### src/rtl/cluster_cg_domain_ctrl.sv
// cluster_cg_domain_ctrl: per-domain idle-hysteresis clock gating with isolation and timed wake.
// Ports:
//   clk_i, rstn_i   ungated cluster clock, synchronous active-low reset
//   test_mode_i     forces every gating cell transparent (FSMs unaffected)
//   cg_en_i         per-domain permission to gate
//   idle_thresh_i   idle cycles required before isolation, shared by all domains
//   busy_i          per-domain busy
//   incoming_req_i  per-domain pending request
//   events_i        asynchronous wake events, synchronised internally
//   isolate_o       per-domain interface isolation request
//   gated_o         per-domain clock-stopped status
//   domain_clk_o    per-domain gated clocks

module cluster_clock_gating (
   input  logic clk_i,
   input  logic en_i,
   input  logic test_en_i,
   output logic clk_o
);
   logic en_l;
   // Enable is captured while the clock is low so the gated clock never glitches.
   always_latch if (!clk_i) en_l = en_i | test_en_i;
   assign clk_o = clk_i & en_l;
endmodule

module cluster_cg_domain_ctrl #(
   parameter int NB_DOMAINS  = 4,
   parameter int IDLE_CNT_W  = 8,
   parameter int SYNC_STAGES = 2,
   parameter int ISO_CYCLES  = 2,
   parameter int WAKE_CYCLES = 2
) (
   input  logic                  clk_i,
   input  logic                  rstn_i,
   input  logic                  test_mode_i,
   input  logic [NB_DOMAINS-1:0] cg_en_i,
   input  logic [IDLE_CNT_W-1:0] idle_thresh_i,
   input  logic [NB_DOMAINS-1:0] busy_i,
   input  logic [NB_DOMAINS-1:0] incoming_req_i,
   input  logic [NB_DOMAINS-1:0] events_i,
   output logic [NB_DOMAINS-1:0] isolate_o,
   output logic [NB_DOMAINS-1:0] gated_o,
   output logic [NB_DOMAINS-1:0] domain_clk_o
);
   localparam int PH_MAX = (ISO_CYCLES > WAKE_CYCLES) ? ISO_CYCLES : WAKE_CYCLES;
   localparam int PH_W   = (PH_MAX > 1) ? $clog2(PH_MAX) : 1;

   typedef enum logic [2:0] {ACTIVE, IDLE, ISO, GATED, WAKE} state_t;

   logic [SYNC_STAGES-1:0][NB_DOMAINS-1:0] ev_sync;
   logic [NB_DOMAINS-1:0]                  clk_en;

   always_ff @(posedge clk_i)
      if (!rstn_i) ev_sync <= '0;
      else         ev_sync <= {ev_sync[SYNC_STAGES-2:0], events_i};

   for (genvar g = 0; g < NB_DOMAINS; g++) begin : g_dom
      state_t                st, st_n;
      logic [IDLE_CNT_W-1:0] cnt, cnt_n;
      logic [PH_W-1:0]       ph, ph_n;
      logic                  wake, leave;
      assign wake  = busy_i[g] | incoming_req_i[g] | ev_sync[SYNC_STAGES-1][g];
      assign leave = wake | !cg_en_i[g];
      always_ff @(posedge clk_i)
         if (!rstn_i) begin
            st  <= ACTIVE;
            cnt <= '0;
            ph  <= '0;
         end else begin
            st  <= st_n;
            cnt <= cnt_n;
            ph  <= ph_n;
         end
      always_comb begin
         st_n  = st;
         cnt_n = cnt;
         ph_n  = ph;
         case (st)
            ACTIVE: if (!leave) begin
               st_n  = IDLE;
               cnt_n = '0;
            end
            // >= so a threshold lowered below the running count ends IDLE at once.
            IDLE: if (leave) st_n = ACTIVE;
            else if (cnt >= idle_thresh_i) begin
               st_n  = ISO;
               cnt_n = '0;
               ph_n  = '0;
            end else if (cnt != '1) cnt_n = cnt + 1'b1;
            ISO: if (leave) begin
               st_n = WAKE;
               ph_n = '0;
            end else if (ph == PH_W'(ISO_CYCLES - 1)) st_n = GATED;
            else ph_n = ph + 1'b1;
            GATED: if (leave) begin
               st_n = WAKE;
               ph_n = '0;
            end
            WAKE: if (ph == PH_W'(WAKE_CYCLES - 1)) st_n = ACTIVE;
            else ph_n = ph + 1'b1;
            default: st_n = ACTIVE;
         endcase
      end
      assign isolate_o[g] = st inside {ISO, GATED, WAKE};
      assign gated_o[g]   = st == GATED;
      assign clk_en[g]    = st != GATED;
      cluster_clock_gating u_cg (
         .clk_i    (clk_i),
         .en_i     (clk_en[g]),
         .test_en_i(test_mode_i),
         .clk_o    (domain_clk_o[g])
      );
   end
endmodule
### config.mk
export PLATFORM = sky130hd
export DESIGN_NAME = cluster_cg_domain_ctrl
export DESIGN_NICKNAME = d
export VERILOG_FILES = /design/src/rtl/cluster_cg_domain_ctrl.sv
export SDC_FILE = /design/constraint.sdc
export NUM_CORES = 1
export LEC_CHECK = 0
export BUFFER_PORTS_ARGS = -buffer_cell sky130_fd_sc_hd__buf_2
export CORE_UTILIZATION = 30
export CTS_BUF_LIST = sky130_fd_sc_hd__clkbuf_4
export DETAILED_ROUTE_END_ITERATION = 7
export GPL_ROUTABILITY_DRIVEN = 0
export SKIP_LAST_GASP = 1
export SLEW_MARGIN = 20
export SYNTH_ARGS = -nofsm -noshare
export SYNTH_HDL_FRONTEND = slang
export SYNTH_SLANG_ARGS = --single-unit
### constraint.sdc
create_clock -name clk_i -period 6 [get_ports clk_i]
set_input_delay 0.6 -clock clk_i [delete_from_list [all_inputs] [get_ports clk_i]]
set_output_delay 0.6 -clock clk_i [all_outputs]
set_load 0.05 [all_outputs]
# Yosys cells after proc, flatten, opt, wreduce, memory -nomap -nowiden
# Cells that the tools add are included.
# op_classes
addsub	8
magnitude_cmp	4
eq_ne	56
n_mux	80
bitwise_logic	20
reduce_logical	32
# op_table
op	count
two-way mux 8 bit	16
two-way mux 3 bit	28
one-hot mux 8 bit (2 select lines)	4
one-hot mux 3 bit (5 select lines)	4
!= test 3 bit, second input constant	12
adder 8 x 1 -> 8 bit, second input constant	4
greater-or-equal comparator 8 bit	4
!= test 2 bit, second input constant	16
!= test 8 bit, second input constant	4
AND reduction 4 bit	8
== test 3 x 2 -> 1 bit, second input constant	8
two-way mux 1 bit	24
AND reduction 5 bit	4
bitwise OR 1 bit	16
one-hot mux 1 bit (4 select lines)	4
nonzero test 4 bit	4
== test 3 x 1 -> 1 bit, second input constant	4
== test 3 bit, second input constant	4
zero test 3 bit	4
!= test 3 x 2 -> 1 bit, second input constant	4
nonzero test 3 bit	4
!= test 2 x 1 -> 1 bit, second input constant	4
nonzero test 2 bit	4
adder 1 bit, second input constant	4
other kinds (2)	8
# word_totals
ff_bits	56
latchBits	4
wordCells	218

# Depth between registers and ports, before layout
# logic_depth
depth_word	5
ltp_mapped	9
depth_no_buf	8

# Cells and area by module
# A second synthesis with hierarchy kept.
# hier_totals
cells_unflattened	422
area_unflattened_um2	3578.4
# by_module_without_submodules
mod	instances	cells_per_inst	area_each_um2	seq_area_each_um2
cluster_cg_domain_ctrl	1	410	3468.3	1121.1
cluster_clock_gating	4	3	27.5	0.0

==> impl_summary.log <==
[metrics] Syn Area/Cell: 8.34 um2
[metrics] Routed Wire Length: 8210 um
[metrics] Layout area overhead: 14.1%
[metrics] Hold Crit Depth: 2
[metrics] Int Pwr: 0.000659 W
[metrics] post-synthesis register bit count: 60
[metrics] area of the mapped netlist: 0.00355 mm2
[metrics] Area contributors post-synth: sky130_fd_sc_hd__dfxtp_1, sky130_fd_sc_hd__ha_1, sky130_fd_sc_hd__nor2_1
[metrics] standard cell with the maximum stage delay on the critical path: sky130_fd_sc_hd__dlxtn_1
[metrics] Post-Syn Nets: 489
[metrics] Core Region: 0.0115 mm2
[metrics] sum of internal, switching and leakage power: 0.000989 W
[metrics] required time at the worst-slack endpoint: 5400 ps
[metrics] category of the critical setup timing path: latch to output port
[metrics] most instantiated cells after synthesis: sky130_fd_sc_hd__dfxtp_1, sky130_fd_sc_hd__nor2_1, sky130_fd_sc_hd__ha_1
[metrics] run status: completed
[metrics] reported net switching power: 0.000330 W
[metrics] startpoint kind of the worst setup timing path: latch
[metrics] Max Fanout on Critical Path: 1
[metrics] Post-synth EDFFs: 0
[metrics] final-layout fill cell count: 1,164
[metrics] dominant register cell in the synthesized netlist: sky130_fd_sc_hd__dfxtp_1
[metrics] number of iterations in the first detailed-routing pass: 4
[metrics] Finished Cell Area: 0.00406 mm2
[metrics] Critical Path Max Stage Delay: 390 ps
[metrics] leakage power: 1.69 nW
[metrics] number of max-cap violations: 0
[metrics] diodes inserted: 0
[metrics] insertion delay of the later-clocked pin in the worst-skew pair: 510 ps
[metrics] Hold WC Path Type: input pin to register
[metrics] slack of the critical path: 1130 ps
[metrics] Crit. End Element: output port
[metrics] pin count of the biggest net entering global routing: 25
[metrics] share of cells above drive strength 1: 14.3%
[metrics] die area: 0.0123 mm2
[metrics] accumulated negative setup slack: 0 ps
[metrics] x dimension of the die: 111 um
[metrics] half-perimeter wire length after placement: 6150 um
[metrics] power density over the cells: 244 mW/mm2
[metrics] clock network fraction of design power: 53.1%
[metrics] GRT Overall Usage: 14.4%
[metrics] crit path cell chain: and2_1 -> buf_2
[metrics] max-slew headroom at the worst pin: 55.5%
[metrics] area used by multi-input combinational logic: 0.00224 mm2
[metrics] effective utilization at floorplan: 31.0%
[metrics] routed vias/inst: 5.15
[metrics] area used by sequential logic in the layout: 0.00118 mm2
[metrics] RSZ-0062 raised after global routing: false
[metrics] number of placed I/O pins: 39
[metrics] total number of vias: 3,177
[metrics] pin slew with the least headroom to its limit: 663 ps
[metrics] cell count after placement: 596
[metrics] antenna violations before repair: 0
[metrics] number of synthesis warnings: 0
[metrics] Post-CTS Setup Inserts: 0
[metrics] DRC violation total after the first TritonRoute iteration: 129
[metrics] Port-buffer cells: 38
[metrics] fraction of power consumed by combinational cells: 6.5%
[metrics] max-slew violation total from the final report: 0
[metrics] setup violation total in the final timing report: 0
[metrics] area fraction of the dominant cell type after synthesis: 31.5%
[metrics] fraction of power spent switching nets: 33.3%
[metrics] CTS Hold Buffers Added: 0
[metrics] via count of the first global-routing pass: 3,116
[metrics] detail-routed net length per standard cell: 13.3 um
[metrics] TritonCTS clock tree: built
[metrics] number of standard-cell rows in the floorplan: 39
[metrics] worst clock skew on the final layout: 11.1 ps
[metrics] drt drc: 0
[metrics] number of distinct library cells after synthesis: 56
[metrics] DP Worst Slack: 1680 ps
[metrics] number of nets at the end of the flow: 531
[metrics] dpl cell area: 0.00387 mm2
[metrics] number of standard cells after synthesis: 426
[metrics] leading area contributor after synthesis: sky130_fd_sc_hd__dfxtp_1
[metrics] endpoints failing hold: 0
[metrics] most numerous cell in the Yosys netlist: sky130_fd_sc_hd__dfxtp_1
[metrics] share of flip-flops with an asynchronous set or reset after synthesis: 0%
[metrics] total congestion overflow: 0
[metrics] R2R setup slack: 2010 ps
[metrics] sequential fraction of design power: 40.4%
[metrics] Arrival @ worst endpoint: 4270 ps
[metrics] wire length of the first global-routing pass: 14,400 um
[metrics] post-CTS resize count: 0
[metrics] worst r2r path cells: 3
[metrics] final antenna-violating net count: 0
[metrics] non-filler cells, final: 617
[metrics] Worst IR Drop VDD: 0.166 mV
[metrics] Die H: 111 um
[metrics] clock-pin slew reported for the worst setup and hold paths after clock tree synthesis: 110 ps
placed cells by master, fill, tap and decap left out, types with 16 or more instances in the layout:
| cell | Yosys | routed |
|---|---|---|
| sky130_fd_sc_hd__a21oi_1 | 22 | 22 |
| sky130_fd_sc_hd__and2_1 | 17 | 17 |
| sky130_fd_sc_hd__buf_2 | 1 | 38 |
| sky130_fd_sc_hd__dfxtp_1 | 56 | 56 |
| sky130_fd_sc_hd__ha_1 | 36 | 36 |
| sky130_fd_sc_hd__inv_1 | 21 | 21 |
| sky130_fd_sc_hd__nand2_1 | 32 | 32 |
| sky130_fd_sc_hd__nand3_1 | 16 | 16 |
| sky130_fd_sc_hd__nor2_1 | 46 | 46 |
| sky130_fd_sc_hd__o21ai_0 | 26 | 26 |
registers in the layout (all words and copies together), names as in the netlist:
name	cells
g_dom.u_cg.en_l	4
ev_sync	8
g_dom.cnt	32
g_dom.ph	4
g_dom.st	12
cell families (layout without fill, tap and decap cells):
family                   after synthesis  in the layout  synth area share [%]
XOR/XNOR                              14             14                  3.45
multiplexers                           4              4                  1.13
latches                                4              4                  1.69
flip-flops                            56             56                  31.5
buffers and inverters                 32             80                  3.84
AND/OR/NAND/NOR                      186            186                  28.2
adder cells (fa/ha/maj)               36             36                  12.7
AO/OA/AOI/OAI                         94             94                  17.5
layout make-up:
| class | instances | area share (%) |
|---|---|---|
| Clock buffer | 19 | 3.27 |
| Clock inverter | 6 | 1.94 |
| Inverter | 21 | 1.94 |
| Multi-Input combinational cell | 334 | 55.1 |
| Sequential cell | 60 | 29.1 |
| Tap cell | 143 | 4.41 |
| Timing Repair Buffer | 34 | 4.19 |
power by group through the flow:
stage | logic, W | registers (W) | clock network (W)
2_1_floorplan | 0.0000422 | 0.000407 | 0.000162
3_3_place_gp | 0.0000629 | 0.000408 | 0.000144
3_5_place_dp | 0.0000649 | 0.000409 | 0.000144
4_1_cts | 0.0000651 | 0.000399 | 0.000542
5_1_grt | 0.0000740 | 0.000400 | 0.000570
6_report | 0.0000642 | 0.000399 | 0.000526
metal layers:
| layer | wire [um] | GRT usage, % | vias up |
|---|---|---|---|
| met5 | 0 | 0 | - |
| met4 | 193 | 7.47 | 0 |
| met1 | 3790 | 17.4 | 1467 |
| met2 | 3920 | 23.4 | 63 |
| met3 | 314 | 3.72 | 19 |
| li1 | - | - | 1628 |
through the flow:
step	util, %	hold slack, ps
final	35.4	282
after global routing	35.4	245
after CTS	35.4	247
after detailed placement	33.7	418
after global placement	33.7	415
after floorplan	-	412
worst max-delay path: cells and delay by family, from the launching register on:
kind,cells,cell delay (ps)
buffers and inverters,1,260
latches,1,390
AND/OR/NAND/NOR,1,130
path summary, 6_finish.rpt:
path | from | to
worst min register to register | ev_sync[1] | ev_sync[5]
worst max register to register | g_dom[0].st[1] | g_dom[0].u_cg.en_l
worst min-delay path | events_i[0] | ev_sync[0]
worst max-delay path | g_dom[3].u_cg.en_l | domain_clk_o[3]
No activity file was read; power rests on OpenSTA's default activity.
